===== config.mk =====
export PLATFORM = sky130hd
export DESIGN_NAME = fp_addsub_pipe_flat
export DESIGN_NICKNAME = d
export VERILOG_FILES = /design/src/rtl/fp_addsub_pipe_if.sv /design/src/rtl/fp_addsub_pipe.sv /design/src/flat_wrapper.sv
export SDC_FILE = /design/constraint.sdc
export NUM_CORES = 1
export LEC_CHECK = 0
export ABC_AREA = 1
export CAP_MARGIN = 5
export CORE_MARGIN = 5
export CORE_UTILIZATION = 55
export DETAILED_ROUTE_END_ITERATION = 8
export GPL_TIMING_DRIVEN = 0
export PLACE_DENSITY = 0.78
export SLEW_MARGIN = 20
export SYNTH_ARGS = -nofsm -noshare
export SYNTH_HDL_FRONTEND = slang
export SYNTH_SLANG_ARGS = --single-unit

===== constraint.sdc =====
create_clock -name clk -period 6.75 [get_ports clk]
set_clock_uncertainty 0.2 [all_clocks]
set_input_delay 1.35 -clock clk [delete_from_list [all_inputs] [get_ports clk]]
set_output_delay 1.35 -clock clk [all_outputs]
set_load 0.02 [all_outputs]

===== src/rtl/fp_addsub_pipe_if.sv =====
// Operand/result bundle for fp_addsub_pipe. The master side issues operands and consumes results.
// An operand transfers when start && ready_out; a result transfers when valid_out && ready_in.
interface fp_addsub_pipe_if #(
    parameter int EXP_W = 8,
    parameter int MAN_W = 23
);
    localparam int W = 1 + EXP_W + MAN_W;

    logic [W-1:0] op_a;
    logic [W-1:0] op_b;
    logic         op_sub;
    logic [1:0]   round_mode;
    logic         start;
    logic         ready_out;
    logic         valid_out;
    logic         ready_in;
    logic [W-1:0] result;
    logic [4:0]   flags;

    modport master (
        output op_a, op_b, op_sub, round_mode, start, ready_in,
        input  ready_out, valid_out, result, flags
    );

    modport slave (
        input  op_a, op_b, op_sub, round_mode, start, ready_in,
        output ready_out, valid_out, result, flags
    );
endinterface


===== src/rtl/fp_addsub_pipe.sv =====
// 3-stage floating-point add/subtract: S1 classify/swap/align, S2 add/normalise, S3 round/pack.
// Optional flag accumulator (flags_acc/flags_clr) when FP_ADDSUB_STICKY_FLAGS_EN is defined.
module fp_addsub_pipe #(
    parameter int EXP_W = 8,
    parameter int MAN_W = 23
) (
    input  logic clk,
    input  logic rst,
    fp_addsub_pipe_if.slave bus
`ifdef FP_ADDSUB_STICKY_FLAGS_EN
    ,
    input  logic       flags_clr,
    output logic [4:0] flags_acc
`endif
);
    localparam int W   = 1 + EXP_W + MAN_W;
    localparam int FW  = MAN_W + 4;
    localparam int FRW = MAN_W + 1;
    localparam int LZW = $clog2(FW);
    localparam int XW  = ((EXP_W > LZW) ? EXP_W : LZW) + 2;
    localparam logic [EXP_W-1:0] EXP_MAX = '1;
    localparam logic [W-1:0] QNAN = {1'b0, EXP_MAX, 1'b1, {(MAN_W-1){1'b0}}};

    // mx/my/nm layout: {hidden, fraction, guard, round, sticky}
    typedef struct packed {
        logic             valid;
        logic             special;
        logic [W-1:0]     spec_res;
        logic [4:0]       spec_flags;
        logic             sign;
        logic             eff_sub;
        logic [EXP_W-1:0] exp;
        logic [FW-1:0]    mx;
        logic [FW-1:0]    my;
        logic [1:0]       rm;
    } s1_t;

    typedef struct packed {
        logic             valid;
        logic             special;
        logic [W-1:0]     spec_res;
        logic [4:0]       spec_flags;
        logic             sign;
        logic [XW-1:0]    exp;
        logic [FW-1:0]    nm;
        logic [1:0]       rm;
    } s2_t;

    s1_t s1_q, s1_d, s1_n;
    s2_t s2_q, s2_d, s2_n;
    logic [W-1:0] result_q, result_d, result_n;
    logic [4:0]   flags_q, flags_d, flags_n;
    logic         valid_out_q, valid_out_d;
    logic         en;

    assign en            = !valid_out_q || bus.ready_in;
    assign bus.ready_out = en;
    assign bus.valid_out = valid_out_q;
    assign bus.result    = result_q;
    assign bus.flags     = flags_q;

    // S1 signals
    logic [W-1:0]     a, b;
    logic [EXP_W-1:0] a_exp, b_exp, x_exp, y_exp, shift;
    logic             a_nan, b_nan, a_snan, b_snan, a_inf, b_inf, swap, sticky;
    logic [W-2:0]     a_mag, b_mag, x_mag, y_mag;
    logic [FW-1:0]    y_ext, y_al;

    always_comb begin
        a     = bus.op_a;
        b     = {bus.op_b[W-1] ^ bus.op_sub, bus.op_b[W-2:0]};
        a_exp = a[W-2:MAN_W];
        b_exp = b[W-2:MAN_W];
        a_nan  = (a_exp == EXP_MAX) && (a[MAN_W-1:0] != '0);
        b_nan  = (b_exp == EXP_MAX) && (b[MAN_W-1:0] != '0);
        a_snan = a_nan && !a[MAN_W-1];
        b_snan = b_nan && !b[MAN_W-1];
        a_inf  = (a_exp == EXP_MAX) && (a[MAN_W-1:0] == '0);
        b_inf  = (b_exp == EXP_MAX) && (b[MAN_W-1:0] == '0);
        // Subnormals collapse to zero magnitude before the compare
        a_mag = (a_exp == '0) ? '0 : a[W-2:0];
        b_mag = (b_exp == '0) ? '0 : b[W-2:0];
        swap  = b_mag > a_mag;
        x_mag = swap ? b_mag : a_mag;
        y_mag = swap ? a_mag : b_mag;
        x_exp = x_mag[W-2:MAN_W];
        y_exp = y_mag[W-2:MAN_W];
        shift = x_exp - y_exp;
        y_ext = {|y_exp, y_mag[MAN_W-1:0], 3'b000};
        if (32'(shift) >= FW) begin
            y_al   = '0;
            sticky = |y_ext;
        end else begin
            y_al   = y_ext >> shift;
            sticky = |(y_ext & ((FW'(1) << shift) - FW'(1)));
        end

        s1_n.valid      = bus.start;
        s1_n.sign       = swap ? b[W-1] : a[W-1];
        s1_n.eff_sub    = a[W-1] ^ b[W-1];
        s1_n.exp        = x_exp;
        s1_n.mx         = {|x_exp, x_mag[MAN_W-1:0], 3'b000};
        s1_n.my         = y_al | FW'(sticky);
        s1_n.rm         = bus.round_mode;
        s1_n.special    = 1'b1;
        s1_n.spec_res   = QNAN;
        s1_n.spec_flags = '0;
        if (a_nan || b_nan) begin
            s1_n.spec_flags = {a_snan || b_snan, 4'b0000};
        end else if (a_inf && b_inf && (a[W-1] != b[W-1])) begin
            s1_n.spec_flags = 5'b10000;
        end else if (a_inf) begin
            s1_n.spec_res = {a[W-1], EXP_MAX, {MAN_W{1'b0}}};
        end else if (b_inf) begin
            s1_n.spec_res = {b[W-1], EXP_MAX, {MAN_W{1'b0}}};
        end else begin
            s1_n.special  = 1'b0;
            s1_n.spec_res = '0;
        end

        s1_d = s1_q;
        if (en) s1_d = s1_n;
    end

    // S2 signals
    logic [FW:0]   sum;
    logic [XW-1:0] lz, e1;

    always_comb begin
        sum = s1_q.eff_sub ? ({1'b0, s1_q.mx} - {1'b0, s1_q.my})
                           : ({1'b0, s1_q.mx} + {1'b0, s1_q.my});
        e1  = XW'(s1_q.exp);
        lz  = '0;
        for (int i = 0; i < FW; i++) begin
            if (sum[i]) lz = XW'(FW - 1 - i);
        end

        s2_n.valid      = s1_q.valid;
        s2_n.special    = s1_q.special;
        s2_n.spec_res   = s1_q.spec_res;
        s2_n.spec_flags = s1_q.spec_flags;
        s2_n.rm         = s1_q.rm;
        s2_n.sign       = s1_q.sign;
        if (sum[FW]) begin
            s2_n.nm  = sum[FW:1] | FW'(sum[0]);
            s2_n.exp = e1 + XW'(1);
        end else begin
            s2_n.nm  = sum[FW-1:0] << lz;
            s2_n.exp = e1 - lz;
        end
        // Exact cancellation: sign depends only on rounding direction
        if (sum == '0 && s1_q.eff_sub) s2_n.sign = (s1_q.rm == 2'b11);

        s2_d = s2_q;
        if (en) s2_d = s2_n;
    end

    // S3 signals
    logic             tiny, zero, ovf, inexact, inc, to_inf;
    logic [FRW-1:0]   frac_r;
    logic [XW-1:0]    exp_r;

    always_comb begin
        zero    = !s2_q.nm[FW-1];
        tiny    = s2_q.exp[XW-1] || (s2_q.exp == '0);
        inexact = |s2_q.nm[2:0];
        case (s2_q.rm)
            2'b00:   inc = s2_q.nm[2] && (s2_q.nm[1] || s2_q.nm[0] || s2_q.nm[3]);
            2'b01:   inc = 1'b0;
            2'b10:   inc = inexact && !s2_q.sign;
            default: inc = inexact && s2_q.sign;
        endcase
        frac_r = {1'b0, s2_q.nm[FW-2:3]} + FRW'(inc);
        exp_r  = s2_q.exp + XW'(frac_r[MAN_W]);
        ovf    = exp_r >= XW'(EXP_MAX);
        to_inf = (s2_q.rm == 2'b00) || (s2_q.rm == 2'b10 && !s2_q.sign) ||
                 (s2_q.rm == 2'b11 && s2_q.sign);

        if (s2_q.special) begin
            result_n = s2_q.spec_res;
            flags_n  = s2_q.spec_flags;
        end else if (zero) begin
            result_n = {s2_q.sign, {(W-1){1'b0}}};
            flags_n  = 5'b00000;
        end else if (tiny) begin
            result_n = {s2_q.sign, {(W-1){1'b0}}};
            flags_n  = 5'b00011;
        end else if (ovf) begin
            result_n = to_inf ? {s2_q.sign, EXP_MAX, {MAN_W{1'b0}}}
                              : {s2_q.sign, EXP_MAX - 1'b1, {MAN_W{1'b1}}};
            flags_n  = 5'b00101;
        end else begin
            result_n = {s2_q.sign, exp_r[EXP_W-1:0], frac_r[MAN_W-1:0]};
            flags_n  = {4'b0000, inexact};
        end

        result_d    = result_q;
        flags_d     = flags_q;
        valid_out_d = valid_out_q;
        if (en) begin
            result_d    = result_n;
            flags_d     = flags_n;
            valid_out_d = s2_q.valid;
        end
    end

    always_ff @(posedge clk) begin
        if (rst) begin
            s1_q        <= '0;
            s2_q        <= '0;
            result_q    <= '0;
            flags_q     <= '0;
            valid_out_q <= 1'b0;
        end else begin
            s1_q        <= s1_d;
            s2_q        <= s2_d;
            result_q    <= result_d;
            flags_q     <= flags_d;
            valid_out_q <= valid_out_d;
        end
    end

`ifdef FP_ADDSUB_STICKY_FLAGS_EN
    logic [4:0] flags_acc_q, flags_acc_d;

    always_comb begin
        flags_acc_d = flags_acc_q;
        if (valid_out_q && bus.ready_in) flags_acc_d = flags_acc_q | flags_q;
        if (flags_clr) flags_acc_d = '0;
    end

    always_ff @(posedge clk) begin
        if (rst) flags_acc_q <= '0;
        else     flags_acc_q <= flags_acc_d;
    end

    assign flags_acc = flags_acc_q;
`endif
endmodule


===== src/flat_wrapper.sv =====
// flat-port wrapper written by rule: the top's interface ports become plain ports
module fp_addsub_pipe_flat 
#(
    parameter int EXP_W = 8,
    parameter int MAN_W = 23
)
  (clk, rst, bus_op_a, bus_op_b, bus_op_sub, bus_round_mode, bus_start, bus_ready_in, bus_ready_out, bus_valid_out, bus_result, bus_flags);
  fp_addsub_pipe_if #(.EXP_W(EXP_W), .MAN_W(MAN_W)) bus_i ();
  input  logic clk;
  input  logic rst;
  input wire logic [$bits(bus_i.op_a)-1:0] bus_op_a;
  input wire logic [$bits(bus_i.op_b)-1:0] bus_op_b;
  input wire logic [$bits(bus_i.op_sub)-1:0] bus_op_sub;
  input wire logic [$bits(bus_i.round_mode)-1:0] bus_round_mode;
  input wire logic [$bits(bus_i.start)-1:0] bus_start;
  input wire logic [$bits(bus_i.ready_in)-1:0] bus_ready_in;
  output wire logic [$bits(bus_i.ready_out)-1:0] bus_ready_out;
  output wire logic [$bits(bus_i.valid_out)-1:0] bus_valid_out;
  output wire logic [$bits(bus_i.result)-1:0] bus_result;
  output wire logic [$bits(bus_i.flags)-1:0] bus_flags;
  assign bus_i.op_a = bus_op_a;
  assign bus_i.op_b = bus_op_b;
  assign bus_i.op_sub = bus_op_sub;
  assign bus_i.round_mode = bus_round_mode;
  assign bus_i.start = bus_start;
  assign bus_i.ready_in = bus_ready_in;
  assign bus_ready_out = bus_i.ready_out;
  assign bus_valid_out = bus_i.valid_out;
  assign bus_result = bus_i.result;
  assign bus_flags = bus_i.flags;
  fp_addsub_pipe #(.EXP_W(EXP_W), .MAN_W(MAN_W)) u_core (.clk(clk), .rst(rst), .bus(bus_i));
endmodule

=== Word level (Yosys, flattened, before mapping) ===
Cells that the tools add are included.

* Shift operators: 3
* $add $sub $neg: 8
* Equal/unequal tests: 7
* $lt $le $gt $ge: 3
* Reductions and logical operators: 40
* Bitwise operators: 5
* Muxes and demuxes: 55

{| class="wikitable"
|+ Operators with widths
! cell !! count
|-
| 2-to-1 mux 31 bit || 7
|-
| 2-to-1 mux 5 bit || 32
|-
| 2-to-1 mux 32 bit || 3
|-
| 2-to-1 mux 33 bit || 2
|-
| bitwise OR 27 x 1 -> 27 bit || 2
|-
| logical NOT 23 bit || 2
|-
| nonzero test 23 bit || 2
|-
| 2-to-1 mux 37 bit || 1
|-
| greater-than comparator 31 bit || 1
|-
| OR reduction 31 bit || 1
|-
| adder 27 x 27 -> 28 bit || 1
|-
| logical NOT 28 bit || 1
|-
| 2-to-1 mux 28 bit || 1
|-
| subtractor 27 x 27 -> 28 bit || 1
|-
| bitwise AND 27 bit || 1
|-
| 2-to-1 mux 27 bit || 1
|-
| OR reduction 27 bit || 1
|-
| << shifter 1 x 8 -> 27 bit, first input constant || 1
|-
| << shifter 27 x 5 -> 27 bit || 1
|-
| right shift 27 x 8 -> 27 bit || 1
|-
| subtractor 27 x 1 -> 27 bit, second input constant || 1
|-
| adder 23 x 1 -> 24 bit || 1
|-
| 2-to-1 mux 24 bit || 1
|-
| == test 8 bit, second input constant || 2
|-
| other kinds (21) || 53
|}

* Output and inout bits: 39
* Register bits: 219

=== Logic depth before layout (Yosys ltp) ===
* Word-level depth: 31
* Depth in mapped cells: 44
* Mapped depth without buffers: 44

=== Worst setup path before layout ===
Ideal clock, no wire load.

* Path type: input to register
* Start: input bus_op_b[29]
* End: register u_core.s1_q[2] (netlist bit)
* Stages on the path: 40
* Setup slack: 0.855 ns
* Library setup time: 0.131 ns
* Arrival: 5.564 ns
* Required time: 6.419 ns
* Buffers on the path: 2
* Path through: inv_1 -> nand4_1 -> nor2_1 -> clkbuf_1 -> nor2_1 -> ha_1 -> nand2_1 -> inv_1 -> nand3_1 -> or2_2 -> nor2_1 -> nand3_4 -> nand2_4 -> buf_6 -> nand2_2 -> nand2_1 -> nand2_1 -> ha_1 -> [... 4 more ...] -> nand2_2 -> inv_2 -> nor2_2 -> nand4_1 -> inv_1 -> nand3_1 -> nand2_1 -> inv_2 -> nand2_2 -> inv_2 -> nand2_1 -> nand3_1 -> nor2_1 -> nand3_1 -> nor2_1 -> nand2_1 -> nand2_1 -> a21oi_1

* Longest elaborated chain between the ends: 11
* Elaborated cells on any way between the ends: 17
* Those cells by class: add/sub (2); order compare (2); shift (2); mux (5); bitwise (2); reduce/logical (4)

{| class="wikitable"
|+ Ends and longest elaborated chain
! element !! RTL line !! source
|-
| from (decl) || flat_wrapper.sv:12 || <nowiki>input wire logic [$bits(bus_i.op_b)-1:0] bus_op_b;</nowiki>
|-
| logical NOT 8 bit || fp_addsub_pipe.sv:82 || <nowiki>b_mag = (b_exp == '0) ? '0 : b[W-2:0];</nowiki>
|-
| 2-to-1 mux 31 bit * || fp_addsub_pipe.sv:82 ||
|-
| greater-than comparator 31 bit || fp_addsub_pipe.sv:83 || <nowiki>swap = b_mag > a_mag;</nowiki>
|-
| 2-to-1 mux 31 bit, on equally long branches || fp_addsub_pipe.sv:84, fp_addsub_pipe.sv:85 ||
|-
| subtractor 8 bit || fp_addsub_pipe.sv:88 || <nowiki>shift = x_exp - y_exp;</nowiki>
|-
| << shifter 1 x 8 -> 27 bit || fp_addsub_pipe.sv:95 || <nowiki>sticky = |(y_ext & ((FW'(1) << shift) - FW'(1)));</nowiki>
|-
| subtractor 27 x 1 -> 27 bit || fp_addsub_pipe.sv:95 ||
|-
| bitwise AND 27 bit || fp_addsub_pipe.sv:95 ||
|-
| OR reduction 27 bit || fp_addsub_pipe.sv:95 ||
|-
| 2-to-1 mux 1 bit || fp_addsub_pipe.sv:90 || <nowiki>if (32'(shift) >= FW) begin</nowiki>
|-
| bitwise OR 27 x 1 -> 27 bit * || fp_addsub_pipe.sv:103 || <nowiki>s1_n.my = y_al | FW'(sticky);</nowiki>
|-
| to (signal assigned) || fp_addsub_pipe.sv:209 || <nowiki>s1_q <= '0;</nowiki>
|-
| to (signal assigned) || fp_addsub_pipe.sv:215 || <nowiki>s1_q <= s1_d;</nowiki>
|-
| to (decl) || fp_addsub_pipe.sv:49 || <nowiki>s1_t s1_q, s1_d, s1_n;</nowiki>
|}

Mark *: on every way between the ends. The rest lies on a longest branch, timed or not.
A chain may end at the register's enable or synchronous reset.

=== Worst setup path after layout ===
* Start: input bus_op_b[25]
* End: register u_core.s1_q[2] (netlist bit)

The elaborated chain is that of the path after synthesis.

==> metrics.md <==
| Metric | Value |
|---|---|
| Status | `finished, final reports clean` |
| Worst R2R Start | `u_core.s1_q[6]` |
| Min-delay worst type | `reg -> reg` |
| Setup TNS | `0 ps` |
| Fillcell total | `between 2,000 and 3,000` |
| R2r worst-path depth | `30` |
| Core Box Area | `about 28,000 µm²` |
| Crit path launch type | `input pin` |
| Max stage delay cell, worst path | `clkdlybuf4s50_1` |
| Dominant cells by area after synthesis | `dfxtp_1 20%, nand2_1 17%, nand3_1 8.7%` |
| RSZ-0062 raised after global routing | `yes` |
| Fin crit period | `6720 ps` |
| Setup Viol. Count Final | `0` |
| Worst hold slack | `approximately 270 ps` |
| Die Ht | `~180 µm` |
| Top cell type's share of synthesized area | `19.6%` |
| Rel. slew slack | `a little over a fifth` |
| Post-synthesis instance area | `~15,000 µm²` |
| Core Util, Final | `between 60% and 70%` |
| Die ar. | `31,200 µm²` |
| Drt total wl | `61,500 µm` |
| Dpl hpwl | `around 49,000 µm` |
| Footprint of the multi-input gates | `10,600 µm²` |
| Area of placed instances | `between 15,000 and 20,000 µm²` |
| Mapped Nets | `between 2,000 and 3,000` |
| P per Cell Area | `around 260 nW/µm²` |
| CP most frequent cell | `nand2_1` |
| Hold path cells | `2` |
| CTS tree | `done` |
| Arr. time, crit path | `6800 ps` |
| Yosys warns | `0` |
| Netlist cell types | `62` |
| Placed Cells | `between 3,000 and 4,000` |
| Nets | `just under 3,000` |
| TritonCTS sink count | `150` |
| Asr flop ratio synth | `0%` |
| Row cnt | `between 60 and 70` |
| Reg-to-Reg End | `u_core.s2_q[36]` |
| Vias | `approximately 19,000` |
| 1st-pass router iterations | `9` |
| Fin cells | `approximately 3,200` |
| Routed len/inst | `just under 20 µm` |
| Die W | `around 180 µm` |
| Vias/cell | `roughly 6.1` |
| Hold Crit Start | `u_core.bus.result[11]` |
| Reg2Reg Setup Slack | `around 340 ps` |
| Global-route wire length before repair | `between 90,000 and 100,000 µm` |
| Drt drc | `0` |
| CP Data Required Time | `between 6000 and 7000 ps` |
| Post-Layout Inst Area | `around 18,000 µm²` |
| Final period utilization | `about 100%` |
| Seq. cell area | `between 3000 and 4000 µm²` |
| Initial antenna violation count | `0` |
| CP Max Fanout | `10` |
| Max Clk Rate | `0.149 GHz` |
| Antenna-violating nets left | `0` |
| Max_cap viols | `0` |
| Drt first-iter violations | `about 2,700` |
| Total global routing overflow | `0` |
| IO buf count | `approximately 110` |
| Worst Hold Endpoint | `u_core.bus.result[11]` |
| P_leak | `roughly 8.7 nW` |
| Max-slew violations | `0` |
| Worst-Margin Slew | `1170 ps` |
| Inserted Clock Buffers | `17` |
| Hold Fails Final Rpt | `0` |
| Vias in the first global route | `between 15,000 and 20,000` |
| H-Tree Depth | `4` |
| Clock Tree Buf Depth | `2` |
| CTS root buf | `clkbuf_16` |
| Largest net degree at the start of global routing | `17` |
| Num ports | `between 100 and 150` |
| VDD IR-drop max | `around 0.17 mV` |
| Layout overhead on the synthesized area | `16.5%` |
| Worst-Skew Late Latency | `roughly 440 ps` |
| Clk pin slew, worst setup/hold paths | `70 ps` |
| Avg Cell Area, Syn | `5.82 µm²` |
| GR Util All Layers | `37.5%` |
| Hold Buf Count CTS | `0` |
| Slowest stage delay, CP | `around 470 ps` |
| Starting Density | `55.3%` |
| Yosys top cell by area | `dfxtp_1` |
| Setup CP Type | `in -> reg` |
| Seq cells post-synth | `150` |
| Ant. Diodes | `0` |
| EDFF count, synth | `0` |
| Routability congestion estimate | `between 1 and 1.5` |
| Worst setup EP type | `flop` |
| Layout cells sized above 1 | `under 10%` |
| Most used DFF post-synth | `dfxtp_1` |
| Syn Inst Count | `approximately 2,600` |
| Seq/Total Area, Yosys | `19.6%` |
## kinds of logic (layout without fill, tap and decap cells)
| logic type | Yosys count | count (layout) | share of synthesized area, % |
|---|---|---|---|
| AND/OR/NAND/NOR | 1337 | 1338 | 38.0 |
| AO/OA/AOI/OAI | 533 | 533 | 20.0 |
| buffers and inverters | 470 | 629 | 11.9 |
| flip-flops | 150 | 150 | 19.6 |
| adder cells (fa/ha/maj) | 95 | 95 | 7.87 |
| XOR/XNOR | 37 | 37 | 2.27 |
| multiplexers | 4 | 4 | 0.262 |
| other | 1 | 1 | 0.0245 |
## what timing repair did
action	4_1_cts	5_1_grt
cloned	0	1
buffers inserted	7	11
gates resized for setup	21	48
pin swaps	6	12
endpoints found under the setup margin	27	48
## registers in the layout, indices dropped and copies added, names as in the netlist
register / count
u_core.s1_q: 60
u_core.bus.flags: 4
u_core.e1: 8
u_core.bus.valid_out: 1
u_core.bus.result: 32
u_core.s2_q: 45
## worst max-delay path by stage
stage | from | to | slack (ps) | cells past startpoint
after floorplan | bus_op_b[29] | u_core.s1_q[2] | 850 | 40
after global placement | bus_op_b[30] | u_core.s1_q[2] | -1320 | 33
after detailed placement | bus_op_b[30] | u_core.s1_q[2] | -1320 | 41
after CTS | bus_op_b[28] | u_core.s1_q[2] | 0.4 | 39
after global routing | bus_op_b[23] | u_core.s1_q[2] | -230 | 43
final | bus_op_b[25] | u_core.s1_q[2] | 30 | 41
## per-layer routing
metal / wire [µm] / up-vias / track usage (%) / part of all wire (%)
met2: 25600 / 1208 / 55.9 / 42
li1: - / 9013 / - / -
met4: 2610 / 2 / 13.2 / 4.2
met1: 25700 / 8759 / 53.3 / 42
met3: 7540 / 194 / 8.59 / 12
met5: 26 / - / 0 / 0.042
## critical path, delay by kind of cell
family | cells | cell delay [ps]
fa+ha+maj | 2 | 460
buf+inv | 8 | 1330
compound gates | 3 | 540
simple gates | 28 | 3100
## cells in the final DEF, fill, tap and decap left out, types with 41 or more instances in the layout
master	synthesis	layout
nand2_1	701	693
clkbuf_1	94	91
dfxtp_1	150	150
nor3_1	42	41
nor2_1	202	191
a21oi_1	201	201
ha_1	93	92
nand4_1	53	53
nand3_1	265	264
o21ai_0	176	172
clkdlybuf4s50_1	0	103
inv_1	323	317
## synth_stat cells (9+ instances only)
library cell,instances
clkbuf_1,94
nand2_1,701
ha_1,93
o22ai_1,10
xor2_1,28
nor2_2,9
o21ai_0,176
a21oi_1,201
dfxtp_1,150
a22oi_1,15
inv_2,14
inv_1,323
o211ai_1,29
nor4_1,16
nor2_1,202
o21a_1,9
nand2_2,14
buf_1,12
nor3_1,42
nand3_1,265
buf_2,15
o21ai_1,20
o221ai_1,29
nand4_1,53
## final cells by class
| class | count | share of cell area, % |
|---|---|---|
| flip-flops and latches | 150 | 16.9 |
| clock inverters | 14 | 1.01 |
| well taps | 378 | 2.66 |
| clock buffers | 18 | 2.41 |
| plain buffers | 128 | 3.13 |
| inverters | 342 | 7.23 |
| multi-input cells | 2008 | 59.8 |
| repair buffers | 127 | 6.94 |
## metrics by stage
step	setup slack, ps	power (W)
after floorplan	855	0.00269
after global placement	-1320	0.00337
after CTS	0.383	0.00443
after detailed placement	-1320	0.00340
final	33.4	0.00457
after global routing	-230	0.00481
## where the power goes
part	leakage, nW	internal (W)	switching, W
clock	0.293	0.000564	0.000456
combinational	7.22	0.000753	0.00166
sequential	1.23	0.00101	0.000132
Power figures use the tool's default switching activity.
==> RTL change, RTL diff (config.mk and constraints unchanged) <==
Take the reset off `result_q` and load it in a clocked block of its own.
--- a/src/rtl/fp_addsub_pipe.sv
+++ b/src/rtl/fp_addsub_pipe.sv
@@ -208,16 +208,18 @@
         if (rst) begin
             s1_q        <= '0;
             s2_q        <= '0;
-            result_q    <= '0;
             flags_q     <= '0;
             valid_out_q <= 1'b0;
         end else begin
             s1_q        <= s1_d;
             s2_q        <= s2_d;
-            result_q    <= result_d;
             flags_q     <= flags_d;
             valid_out_q <= valid_out_d;
         end
+    end
+
+    always_ff @(posedge clk) begin
+        result_q <= result_d;
     end
 
 `ifdef FP_ADDSUB_STICKY_FLAGS_EN
Function: differs if rst is asserted again (counterexample within 4 cycles, from zero or initial values and one cycle with rst high); with rst held inactive, the same outputs for 4 cycles.
==> RTL change against the original RTL <==
Wire length fell by 0.50%. Sequential cell count did not move. Worst setup slack improved by 0.15 ns. Total power rose by 5.3%. Synthesized area rose by 2.3%. Core utilization rose by 0.65 points. Critical path depth fell by 5. Cell area rose by 2.1%. Critical path type unchanged.
==> RTL change: results <==
set metrics [dict create \
    outcome "finished clean" \
    p_int_mw 2.45 \
    synth_fa_ha_area_share_pct 7.69 \
    cts.root.buffer_cell "clkbuf_16" \
    dp_hpwl_mm 49.4 \
    ir_drop_v 0.000187 \
    synth-edff-count 32 \
    port_buffers 107 \
    htreeDepth 4 \
    worstPathMaxFanout 8 \
    synth_fp_nets 2771 \
    worstReg2RegStart "u_core.s2_q[1]$_SDFFE_PP0P_" \
    cellLeakagePower_nw 9.01 \
    p_clk_mw 0.980 \
    synth_area_leaders "nand2_1, dfxtp_1, nand3_1, inv_1, ha_1" \
    worst_r2r_endpoint "u_core.bus.result[22]$_DFFE_PP_" \
    ys_types 66 \
    holdWs_ns 0.278 \
    grt_pass1_wl_mm 93.0 \
    drt-initial-drc-count 2614 \
    grt_max_degree 34 \
    synthMuxAreaShare_pct 0.256 \
    yosys_warnings 0 \
    grt_pass1_vias 17496 \
    grt_usage_pct 37.0 \
    nFillCells 2676 \
    place_ws_ns -1.01 \
    reg2reg_slack_ns 0.46 \
    worstHoldEndpoint "u_core.s1_q[102]$_SDFFE_PP0P_" \
    setup_viol 0 \
    nNetsFinal 2921 \
    hold_path.class "reg2reg" \
    min_from "u_core.s1_q[102]$_SDFFE_PP0P_" \
    combPwrFrac_pct 54.1 \
    rr_worst_depth 27 \
    finalWirelength_mm 61.2 \
    vias 19013 \
    yosysSeqAreaShare_pct 21.2 \
    synth_commonest_cells "nand2_1, inv_1, nand3_1, nor2_1, a21oi_1" \
    drive_gt1_share_pct 8.06 \
    synth-xor-area-share_pct 2.06 \
    drtPass1Iterations 6 \
    grt_antenna_before_repair 0 \
    synth_compound_area_share_pct 19.1 \
    gp_congestion 1.05 \
    slew_headroom_pct 34.1 \
    clk_pin_slew_worst_paths_ns 0.06 \
    arrival_ns 6.66 \
    power_frac_clock_pct 20.4 \
]
==> RTL change: area by class of cell <==
cell class | count | share of cell area (%)
clock inverters | 14 | 0.867
flip-flops and latches | 150 | 18.3
repair buffers | 130 | 6.91
inverters | 351 | 7.26
clock buffers | 18 | 2.36
multi-input cells | 1976 | 58.2
plain buffers | 129 | 3.50
well taps | 378 | 2.60
==> RTL change: routing by layer <==
metal | part of all wire (%) | GRT usage (%)
met5 | 0 | 0
met4 | 5.8 | 19.5
met3 | 10 | 6.45
met1 | 40 | 48.3
met2 | 44 | 58.5
==> RTL change: worst max-delay path by stage <==
stage | start | endpoint | depth (start not counted) | slack, ns
floorplan | bus_op_b[29] | u_core.s1_q[2]$_SDFFE_PP0P_ | 37 | 1.05
global placement | bus_op_b[24] | u_core.s1_q[2]$_SDFFE_PP0P_ | 30 | -1.05
detailed placement | bus_op_b[24] | u_core.s1_q[2]$_SDFFE_PP0P_ | 30 | -1.01
CTS | bus_op_b[24] | u_core.s1_q[26]$_SDFFE_PP0P_ | 28 | -0.02
global route | bus_op_b[23] | u_core.s1_q[2]$_SDFFE_PP0P_ | 38 | -0.10
finish | bus_op_b[26] | u_core.s1_q[2]$_SDFFE_PP0P_ | 36 | 0.19
==> RTL change: per-stage QoR <==
| step | util (%) | TNS (ns) | area [sq um] | cells |
|---|---|---|---|---|
| floorplan | - | 0 | 15600 | 2605 |
| global placement | 61.5 | -20.76 | 17200 | 3090 |
| detailed placement | 61.7 | -18.43 | 17200 | 3092 |
| CTS | 63.9 | -0.0568 | 17900 | 3124 |
| global route | 65.1 | -0.143 | 18200 | 3146 |
| finish | 65.1 | 0 | 18200 | 3146 |
==> RTL change: repair_timing <==
action,in CTS,in global routing
setup buffers,0,20
pin swaps,0,18
gates cloned,0,2
gates resized for setup,11,69
endpoints found under the setup margin,27,49
